## src/rtl/np_uart_rx.sv

```systemverilog
// UART receiver: 2-flop synchronized line, 8N1 framing FSM, small valid/ready FIFO.
// Define NP_UART_RX_PARITY_EN to add an even-parity bit (8E1) and the PARITY_ERR output.
module np_uart_rx #(
  parameter int unsigned CLKS_PER_BIT = 106,
  parameter int unsigned FIFO_DEPTH   = 4
) (
  input  logic       CLK,
  input  logic       RST,
  input  logic       SERIAL_RX,
  output logic [7:0] RX_DATA,
  output logic       RX_VALID,
  input  logic       RX_READY,
  output logic       FRAME_ERR,
  output logic       OVERRUN,
`ifdef NP_UART_RX_PARITY_EN
  output logic       PARITY_ERR,
`endif
  output logic       BUSY
);

  localparam int unsigned CNT_W = $clog2(CLKS_PER_BIT);
  localparam int unsigned AW    = $clog2(FIFO_DEPTH);
  localparam logic [CNT_W-1:0] HALF_LOAD = CNT_W'(CLKS_PER_BIT / 2 - 1);
  localparam logic [CNT_W-1:0] FULL_LOAD = CNT_W'(CLKS_PER_BIT - 1);

  typedef enum logic [2:0] {
    S_IDLE, S_START, S_DATA, S_PARITY, S_STOP, S_WAIT_IDLE
  } state_e;

  logic             sync1_q, rxs_q, rxs_prev_q;
  state_e           state_q;
  logic [CNT_W-1:0] cnt_q;
  logic [2:0]       bit_idx_q;
  logic [7:0]       shreg_q;
  logic             frame_err_q, overrun_q;
  logic             push_req, pop, wr_en, empty, full;
  logic [AW:0]      wr_q, rd_q;
  logic [7:0]       mem [FIFO_DEPTH];

  always_ff @(posedge CLK or negedge RST) begin
    if (!RST) begin
      sync1_q    <= 1'b1;
      rxs_q      <= 1'b1;
      rxs_prev_q <= 1'b1;
    end else begin
      sync1_q    <= SERIAL_RX;
      rxs_q      <= sync1_q;
      rxs_prev_q <= rxs_q;
    end
  end

`ifdef NP_UART_RX_PARITY_EN
  logic par_q, parity_err_q;
  assign push_req = (state_q == S_STOP) && (cnt_q == '0) && rxs_q && !(^{shreg_q, par_q});
  assign PARITY_ERR = parity_err_q;
`else
  assign push_req = (state_q == S_STOP) && (cnt_q == '0) && rxs_q;
`endif

  always_ff @(posedge CLK or negedge RST) begin
    if (!RST) begin
      state_q     <= S_IDLE;
      cnt_q       <= '0;
      bit_idx_q   <= '0;
      shreg_q     <= '0;
      frame_err_q <= 1'b0;
`ifdef NP_UART_RX_PARITY_EN
      par_q        <= 1'b0;
      parity_err_q <= 1'b0;
`endif
    end else begin
      frame_err_q <= 1'b0;
`ifdef NP_UART_RX_PARITY_EN
      parity_err_q <= 1'b0;
`endif
      case (state_q)
        S_IDLE: begin
          if (!rxs_q && rxs_prev_q) begin
            cnt_q   <= HALF_LOAD;
            state_q <= S_START;
          end
        end
        S_START: begin
          if (cnt_q == '0) begin
            if (rxs_q) begin
              state_q <= S_IDLE;
            end else begin
              cnt_q     <= FULL_LOAD;
              bit_idx_q <= '0;
              state_q   <= S_DATA;
            end
          end else begin
            cnt_q <= cnt_q - 1'b1;
          end
        end
        S_DATA: begin
          if (cnt_q == '0) begin
            shreg_q <= {rxs_q, shreg_q[7:1]};
            cnt_q   <= FULL_LOAD;
            if (bit_idx_q == 3'd7) begin
`ifdef NP_UART_RX_PARITY_EN
              state_q <= S_PARITY;
`else
              state_q <= S_STOP;
`endif
            end else begin
              bit_idx_q <= bit_idx_q + 3'd1;
            end
          end else begin
            cnt_q <= cnt_q - 1'b1;
          end
        end
`ifdef NP_UART_RX_PARITY_EN
        S_PARITY: begin
          if (cnt_q == '0) begin
            par_q   <= rxs_q;
            cnt_q   <= FULL_LOAD;
            state_q <= S_STOP;
          end else begin
            cnt_q <= cnt_q - 1'b1;
          end
        end
`endif
        S_STOP: begin
          if (cnt_q == '0) begin
            if (rxs_q) begin
              // A bad stop bit outranks parity, so parity is only judged here.
`ifdef NP_UART_RX_PARITY_EN
              parity_err_q <= ^{shreg_q, par_q};
`endif
              state_q <= S_IDLE;
            end else begin
              frame_err_q <= 1'b1;
              state_q     <= S_WAIT_IDLE;
            end
          end else begin
            cnt_q <= cnt_q - 1'b1;
          end
        end
        S_WAIT_IDLE: begin
          if (rxs_q) state_q <= S_IDLE;
        end
        default: state_q <= S_IDLE;
      endcase
    end
  end

  assign empty = (wr_q == rd_q);
  assign full  = (wr_q[AW] != rd_q[AW]) && (wr_q[AW-1:0] == rd_q[AW-1:0]);
  assign pop   = !empty && RX_READY;
  assign wr_en = push_req && (!full || pop);

  always_ff @(posedge CLK or negedge RST) begin
    if (!RST) begin
      wr_q      <= '0;
      rd_q      <= '0;
      overrun_q <= 1'b0;
    end else begin
      if (wr_en) wr_q <= wr_q + 1'b1;
      if (pop)   rd_q <= rd_q + 1'b1;
      overrun_q <= push_req && full && !pop;
    end
  end

  always_ff @(posedge CLK) begin
    if (wr_en) mem[wr_q[AW-1:0]] <= shreg_q;
  end

  assign RX_VALID  = !empty;
  assign RX_DATA   = empty ? '0 : mem[rd_q[AW-1:0]];
  assign FRAME_ERR = frame_err_q;
  assign OVERRUN   = overrun_q;
  assign BUSY      = (state_q != S_IDLE);

endmodule

```

## config.mk

```make
export PLATFORM = sky130hd
export DESIGN_NAME = np_uart_rx
export DESIGN_NICKNAME = d
export VERILOG_FILES = /design/src/rtl/np_uart_rx.sv
export SDC_FILE = /design/constraint.sdc
export NUM_CORES = 1
export LEC_CHECK = 0
export ABC_CLOCK_PERIOD_IN_PS = 4800
export CAP_MARGIN = 20
export CELL_PAD_IN_SITES_DETAIL_PLACEMENT = 0
export CELL_PAD_IN_SITES_GLOBAL_PLACEMENT = 1
export CORE_MARGIN = 3
export CORE_UTILIZATION = 45
export CTS_CLUSTER_DIAMETER = 60
export DETAILED_ROUTE_END_ITERATION = 8
export PLACE_DENSITY = 0.73
export SLEW_MARGIN = 0
export SYNTH_ARGS = -nofsm -noshare
export SYNTH_HDL_FRONTEND = slang
export SYNTH_SLANG_ARGS = --single-unit
```

## constraint.sdc

```tcl
create_clock -name CLK -period 4.8 [get_ports CLK]
set_input_delay 1.44 -clock CLK [delete_from_list [all_inputs] [get_ports CLK]]
set_output_delay 1.44 -clock CLK [all_outputs]
set_load 0.02 [all_outputs]
```

* Word-level counts from Yosys, hierarchy flattened *
Memories as Yosys holds them, arrays and structs flattened.
Index checks and enable logic that the tools add are counted.

operators by class
  $add $sub $neg = 4
  muxes and demuxes = 26
  equal/unequal tests = 18
  reductions and logical operators = 22

operators by type and width
  cell                 count
  $mux 7               5
  $mux 3               11
  $pmux 7 s4           1
  $ne 2x2->1 const B   8
  $pmux 3 s5           1
  $add 3x1->3 const B  3
  $eq 3x3->1 const B   3
  $logic_and 1x1->1    8
  $mux 8               1
  $logic_not 7->1      1
  $sub 7x1->7 const B  1
  $pmux 3 s2           1
  $reduce_and 6->1     1
  $mux 1               5
  $reduce_and 5->1     1
  $logic_not 1->1      4
  $reduce_and 4->1     1
  $reduce_bool 4->1    1
  $eq 3x1->1 const B   1
  $eq 3x2->1 const B   1
  $eq 3x3->1           1
  $logic_not 3->1      1
  $ne 3x3->1 const B   1
  $reduce_bool 3->1    1
  other kinds (7)      7

word-level totals
  output and inout bits = 12
  register bits after elaboration = 32
  memories kept = 1
  input port bits = 4
  RAM bits = 32
  logic and storage cells = 82

memory list
  memory  words  width  rd ports  clocked after Yosys merged registers in  write ports  RTL line  text
  mem     4      8      1         0                                        1            38        logic [7:0] mem [FIFO_DEPTH];

* Depth between registers and ports, before layout *
Gate-level depths: netlist of run 1.

  depth after elaboration = 7
  depth in mapped cells = 7
  mapped depth without buffers = 6

* Least setup slack after synthesis of run 1 *
No wires, ideal clock.

  kind = reg2out
  from = register rd_q[1]
  to = output port RX_DATA[0]
  path slack = 1833 ps
  stages on the path, launching flop included = 6
  required time = 3360 ps
  data arrival time = 1527 ps
  cells stage by stage = dfrtp_1 clkbuf_1 xnor2_1 nand3b_1 clkbuf_1 and2_1

on the way
  cells in the longest elaborated chain, start to end = 2

RTL lines
  item                                              RTL line  text
  from (decl)                                       37        logic [AW:0] wr_q, rd_q;
  from (signal assigned)                            160       if (pop) rd_q <= rd_q + 1'b1;
  $mem_v2 4x8 / $eq 3x3->1 (equally long branches)  n/a
  $mux 8 *                                          170       assign RX_DATA = empty ? '0 : mem[rd_q[AW-1:0]];
  to (decl)                                         10        output logic [7:0] RX_DATA,

Mark *: on every way between the ends. The rest lies on a longest branch, timed or not.

* Final worst setup path of run 1 *
  from = register rd_q[0]
  to = output port RX_DATA[5]

Same word-level chain as after synthesis.

==> results of run 1 <==
==> routing by layer <==
metal / global-route usage [%] / share of wire (%)
met1: 19.8 / 44
met4: 6.52 / 1.2
met3: 4.45 / 3.3
met2: 27.4 / 51
met5: 0 / 0
==> path summary, 6_finish.rpt <==
kind	to	slack (ns)	cells after the start
hold / removal	rxs_q	0.36	0
min in group asynchronous	bit_idx_q[0]	1.50	2
max in group asynchronous	rxs_prev_q	2.97	2
hold reg to reg	rxs_q	0.36	0
setup / recovery	RX_DATA[5]	0.97	4
setup reg to reg	mem[0][2]	2.16	6
==> kinds of logic (layout without fill, tap and decap cells) <==
group                      Yosys count  after routing
adders and majority gates            9              9
DFF                                 64             64
buffers and inverters               19             41
and+or+nand+nor                     58             58
AOI/OAI and AO/OA                   30             30
muxes                               19             19
xor gates and xnor gates             9              9
==> report_power, final <==
group	internal, mW	switching, mW
Sequential	0.603	0.0487
Clock	0.293	0.217
Combinational	0.101	0.117
==> cells in the final DEF (no fill, tap or decap), drive strengths merged, types with 3 or more instances in the layout <==
cell type	instances
a21oi	4
and2	11
clkbuf	9
clkdlybuf4s50	15
clkinv	3
dfrtp	29
dfstp	3
edfxtp	32
ha	9
inv	9
mux2	11
mux4	8
nand2	6
nor2	10
nor3	3
nor3b	4
o211ai	3
o21ai	5
or3	3
xnor2	7
==> flip-flops by register name, summed over array words and instances (netlist names) <==
register and flops:
mem 32, shreg_q 8, cnt_q 7, bit_idx_q 3, rd_q 3, state_q 3, wr_q 3, FRAME_ERR 1
OVERRUN 1, rxs_prev_q 1, rxs_q 1, sync1_q 1
==> per-stage QoR <==
step	worst slack, ns	std cells	hold slack, ns	util, %
6_report	0.968	305	0.363	55.1
5_1_grt	0.708	305	0.371	55.1
4_1_cts	0.875	305	0.361	55.1
3_5_place_dp	1.25	289	0.350	51.5
3_3_place_gp	1.31	289	0.348	51.5
2_1_floorplan	1.83	208	0.345	-
==> final cells by class <==
type | instances | area (µm²) | share of cell area, %
Inverter | 8 | 30.0 | 0.889
Timing Repair Buffer | 17 | 165 | 4.89
Clock buffer | 9 | 124 | 3.67
Clock inverter | 7 | 95.1 | 2.82
Sequential cell | 64 | 1770 | 52.3
Tap cell | 75 | 93.8 | 2.78
Multi-Input combinational cell | 125 | 1100 | 32.7
==> worst register-to-register path: stages, from the launching register on <==
cell,delay [ns]
dfrtp_1,0.42
inv_1,0.14
ha_1,0.20
nor4b_4,0.53
nand4_1,0.23
nor2_1,0.30
and2_1,0.46
==> metrics.txt, run 1 <==
Seq cells post-synth=64; Tmin final=3.83 ns; Worst path max stage delay=0.74 ns; top post-synthesis cells by area=edfxtp_1 (33%), dfrtp_1 (25%), mux4_2 (6.1%), mux2_2 (4.2%), ha_1 (3.8%); Max Cap Violations=0; initial antenna violation count=0; Routed Antenna Nets=0; crit path max fanout=11; layout cells sized above 1=21.7%; drt first-iter violations=111; Max-slew headroom=55.2%; Synth Area in Adders=3.82%; fin crit share=79.8%; Final Skew=0.00684 ns; final setup vio count=0; DRC=0; final-report max-slew violation count=0; sequential area share after synthesis=59.9%; largest net degree at the start of global routing=33; vias per inst=5.72; WP data arrival=2.39 ns; worst path bufs/invs=1; worst-path cell chain=xnor2_1 > nand3b_1 > and2_1 > clkdlybuf4s50_1; Cell Rows=28; total wire length=5420 µm; dominant cell type by area after synthesis=edfxtp_1; fmax=261 MHz; Die W=86.9 µm; P&R area growth vs syn=14.7%; cell with the most instances after synthesis=edfxtp_1; io pins=16; Max H-tree Level=3; CP Capture Type=primary output; RSZ-0062 raised after global routing=no; Hold Violations, Final=0; run status=complete, no violations; mapped cell area=2950 µm²; Placement Cell Area=3160 µm²; Synth cell types=51; fin area=3380 µm²; root buf cell=clkbuf_8; Post-Synth XOR/XNOR Area=2.68%; hold_sp=sync1_q; final net count=238; PortBufs=15; clk_lat worst skew=0.33 ns; Post-synth top cells=edfxtp_1 (32), dfrtp_1 (29), and2_1 (11), mux2_2 (11), nor2_1 (10); All-Layer GR Usage=16.3%; CTS tree=yes; Initial Util=48.0%; clk sinks=64; Final TNS setup=0 ns; CP required=3.36 ns; setup repair bufs after CTS=0; Worst Setup SP=rd_q[0]; compound-gate portion of the synthesized area=7.56%; FFs w/ async S/R, synth=50.0%; Synth Area per Inst=14.2 µm²; proportion of synthesized area in mux cells=10.3%; Max VDD drop=0.219 mV; Tot Pwr=1.38 mW; first-pass GRT wire length=9190 µm; largest family of logic cells by synthesized area=simple AND/OR/NAND/NOR gates; PD cells=408 nW/µm²; maximum clock path buffer count=2; critical setup path kind=reg2out; post-synthesis simple-gate area fraction=13.1%; Synth Instances=208; critical path launch point type=flop; routability cong.=0.853; Die H=86.9 µm; clock buffer count from CTS=9; Hold Path Class=reg2reg; CP max-delay cell=dfrtp_1; filler cell count=488; Antenna Cells=0; placeable core area=6130 µm²; WL/cell=17.8 µm; vias in the first global route=1831; CTS Hold Bufs=0; Reg2Reg Launch Point=cnt_q[0]; delay-heaviest family, CP=flip-flops; DRT Pass-1 Iters=4; Yosys warning count=0; transition time of the tightest slew-check pin=0.667 ns; Final HPWL DP=3650 µm; EDFF count, synth=32; GRT overflow=0; CTS resizes=0; leak pwr=1.31 nW; Worst-path clk slew=0.07 ns; Yosys top cell area share=32.6%; die area=7550 µm²; Synth Net Count=221; ys flop type=edfxtp_1; Via Count=1746
No activity file was read; power rests on OpenSTA's default activity.
==> run 2, diff against run 1 <==
--- a/config.mk
+++ b/config.mk
@@ -5,7 +5,7 @@
 export SDC_FILE = /design/constraint.sdc
 export NUM_CORES = 1
 export LEC_CHECK = 0
-export ABC_CLOCK_PERIOD_IN_PS = 4800
+export ABC_CLOCK_PERIOD_IN_PS = 3200
 export CAP_MARGIN = 20
 export CELL_PAD_IN_SITES_DETAIL_PLACEMENT = 0
 export CELL_PAD_IN_SITES_GLOBAL_PLACEMENT = 1
@@ -13,7 +13,7 @@
 export CORE_UTILIZATION = 45
 export CTS_CLUSTER_DIAMETER = 60
 export DETAILED_ROUTE_END_ITERATION = 8
-export PLACE_DENSITY = 0.73
+export PLACE_DENSITY = 0.75
 export SLEW_MARGIN = 0
 export SYNTH_ARGS = -nofsm -noshare
 export SYNTH_HDL_FRONTEND = slang
==> constraint.sdc (replaced) <==
create_clock -name CLK -period 3.2 [get_ports CLK]
set_input_delay 0.96 -clock CLK [delete_from_list [all_inputs] [get_ports CLK]]
set_output_delay 0.96 -clock CLK [all_outputs]
set_load 0.02 [all_outputs]
==> run 2 against run 1 <==
- cell count grew 1.3%
- die area is the same
- critical path depth is the same
- clock skew shrank 0.00098 ns
- non-clock buffer count grew 4
- register-to-register slack lost 1.4 ns
- sequential share of layout area shrank 0.079 points
- count of clock-buffer cells in the layout is the same
- wire length grew 2.2%
- global-route usage grew 0.42 points
- total power grew 44%
- largest cell class unchanged
- largest power group unchanged
==> metrics.txt, run 2 (synthesis results as in run 1) <==
run status=complete, no violations; Max-slew headroom=56.9% (+1.7 points); clk_lat worst skew=0.34 ns (about the same); reg2reg setup slack=0.81 ns (-1.35 ns); Hold Violations, Final=0 (unchanged); PortBufs=15 (unchanged); Die H=86.9 µm (unchanged); clock share of power=34.2% (-2.8 points); sw power=0.563 mW (+47%); worst-case reg-to-reg path depth=7 (+1); DRT Pass-1 Iters=4 (unchanged); critical path launch point type=flop; Int Pwr=1.42 mW (+43%); routability cong.=0.878 (+2.9%); initial antenna violation count=0 (unchanged); Antenna Cells=0 (unchanged); most common cell after layout, fill and taps aside=edfxtp_1; most frequent cells in the layout=edfxtp_1 (32), dfrtp_1 (28), clkdlybuf4s50_1 (15); Tmin final=3.08 ns; post-layout util=55.2% (+0.12 points); CP required=2.24 ns (-1.12 ns); maximum clock path buffer count=2 (unchanged); Final Skew=0.00586 ns (-0.000980 ns); PD cells=586 nW/µm² (+44%); root buf cell=clkbuf_8; Final HPWL DP=3920 µm (+7.4%); Die W=86.9 µm (unchanged); critical setup path kind=reg2out; clock buffer count from CTS=9 (unchanged); Max H-tree Level=3 (unchanged); largest net degree at the start of global routing=33 (unchanged); CP Capture Type=primary output; All-Layer GR Usage=16.7% (+0.42 points); DRC=0 (unchanged); Max VDD drop=0.319 mV (+46%); CTS tree=yes; Cell Rows=28 (unchanged); P&R area growth vs syn=14.9%; io pins=16 (unchanged); first-pass GRT wire length=9430 µm (+2.6%); clk sinks=64 (unchanged); final net count=242 (+1.7%); Initial Util=48.0% (unchanged); Worst-path clk slew=0.07 ns (about the same); Sw Ratio=28.4% (+0.64 points); leak pwr=1.31 nW (+0.27%); crit path max fanout=11 (unchanged); Via Count=1765 (+1.1%); Routed Antenna Nets=0 (unchanged); placeable core area=6130 µm² (unchanged); final-report max-slew violation count=0 (unchanged); die area=7550 µm² (unchanged); Largest register FFs=32 (unchanged); fin crit share=96.4%; RSZ-0062 raised after global routing=no; GRT overflow=0 (unchanged); final setup vio count=0 (unchanged); Hold Path Class=reg2reg; vias in the first global route=1854 (+1.3%); combinational fraction of design power=16.8% (+1.0 points); drt first-iter violations=121 (+9.0%); Tot Pwr=1.98 mW (+44%); hold path cells=0 (unchanged); WL/cell=17.9 µm (+0.91%); transition time of the tightest slew-check pin=0.642 ns (-0.0251 ns); fmax=324 MHz; sequential share of power=49.0% (+1.8 points); Final TNS setup=0 ns (unchanged); Max Cap Violations=0 (unchanged); layout cells sized above 1=23.1% (+1.3 points); total wire length=5540 µm (+2.2%); filler cell count=485 (-0.61%); WP data arrival=2.12 ns (-0.27 ns); vias per inst=5.71 (-0.22%)
## run 2: path summary, 6_finish.rpt
path | start | end
setup / recovery | rd_q[0] | RX_DATA[4]
setup reg to reg | cnt_q[0] | mem[0][2]
hold / removal | sync1_q | rxs_q
min in group asynchronous | RST | wr_q[0]
hold reg to reg | sync1_q | rxs_q
max in group asynchronous | RST | rxs_q
## run 2: worst max-delay path, cell delays in order, from the launching register on
cell	delay (ns)
dfrtp_1	0.32
buf_4	0.23
mux4_2	0.53
and2_1	0.17
clkdlybuf4s50_1	0.54
## run 2: repair_timing
item                       in CTS  in global routing
hold buffers                    0                  0
setup endpoints to repair       8                  8
setup buffers                   0                  1
gates resized for setup         1                  0
pin swaps                       1                  0
## run 2: power groups by stage
stage               clock network (mW)  registers, mW  logic, mW
floorplan                            0          0.952      0.276
global placement                     0          0.986      0.315
detailed placement                   0          0.988      0.328
CTS                              0.691          0.971      0.329
global route                     0.740          0.978      0.365
finish                           0.679          0.973      0.333
## run 2: per-stage QoR
stage | hold slack, ns | cells | area (µm²) | setup slack (ns)
2_1_floorplan | 0.345 | 208 | 2950 | 0.713
3_3_place_gp | 0.347 | 292 | 3180 | 0.398
3_5_place_dp | 0.348 | 292 | 3180 | 0.318
4_1_cts | 0.359 | 308 | 3380 | 0.00211
5_1_grt | 0.360 | 309 | 3380 | 0.0166
6_report | 0.357 | 309 | 3380 | 0.116
## run 2: cell type report
cell class / count / area (µm²) / area share (%)
sequential: 64 / 1770 / 52.2
clock inverter: 7 / 71.3 / 2.11
timing repair buffer: 21 / 195 / 5.77
tap: 75 / 93.8 / 2.77
inverter: 8 / 30.0 / 0.887
clock buffer: 9 / 124 / 3.66
multi-input combinational: 125 / 1100 / 32.6
## run 2: layer usage
layer  wire [µm]  vias to the layer above  global-route usage [%]
met5           0                        -                       0
met4          82                        0                    7.93
met3         226                        8                    4.64
met2        2620                       48                    25.4
met1        2620                      884                    22.1
li1            -                      825                       -
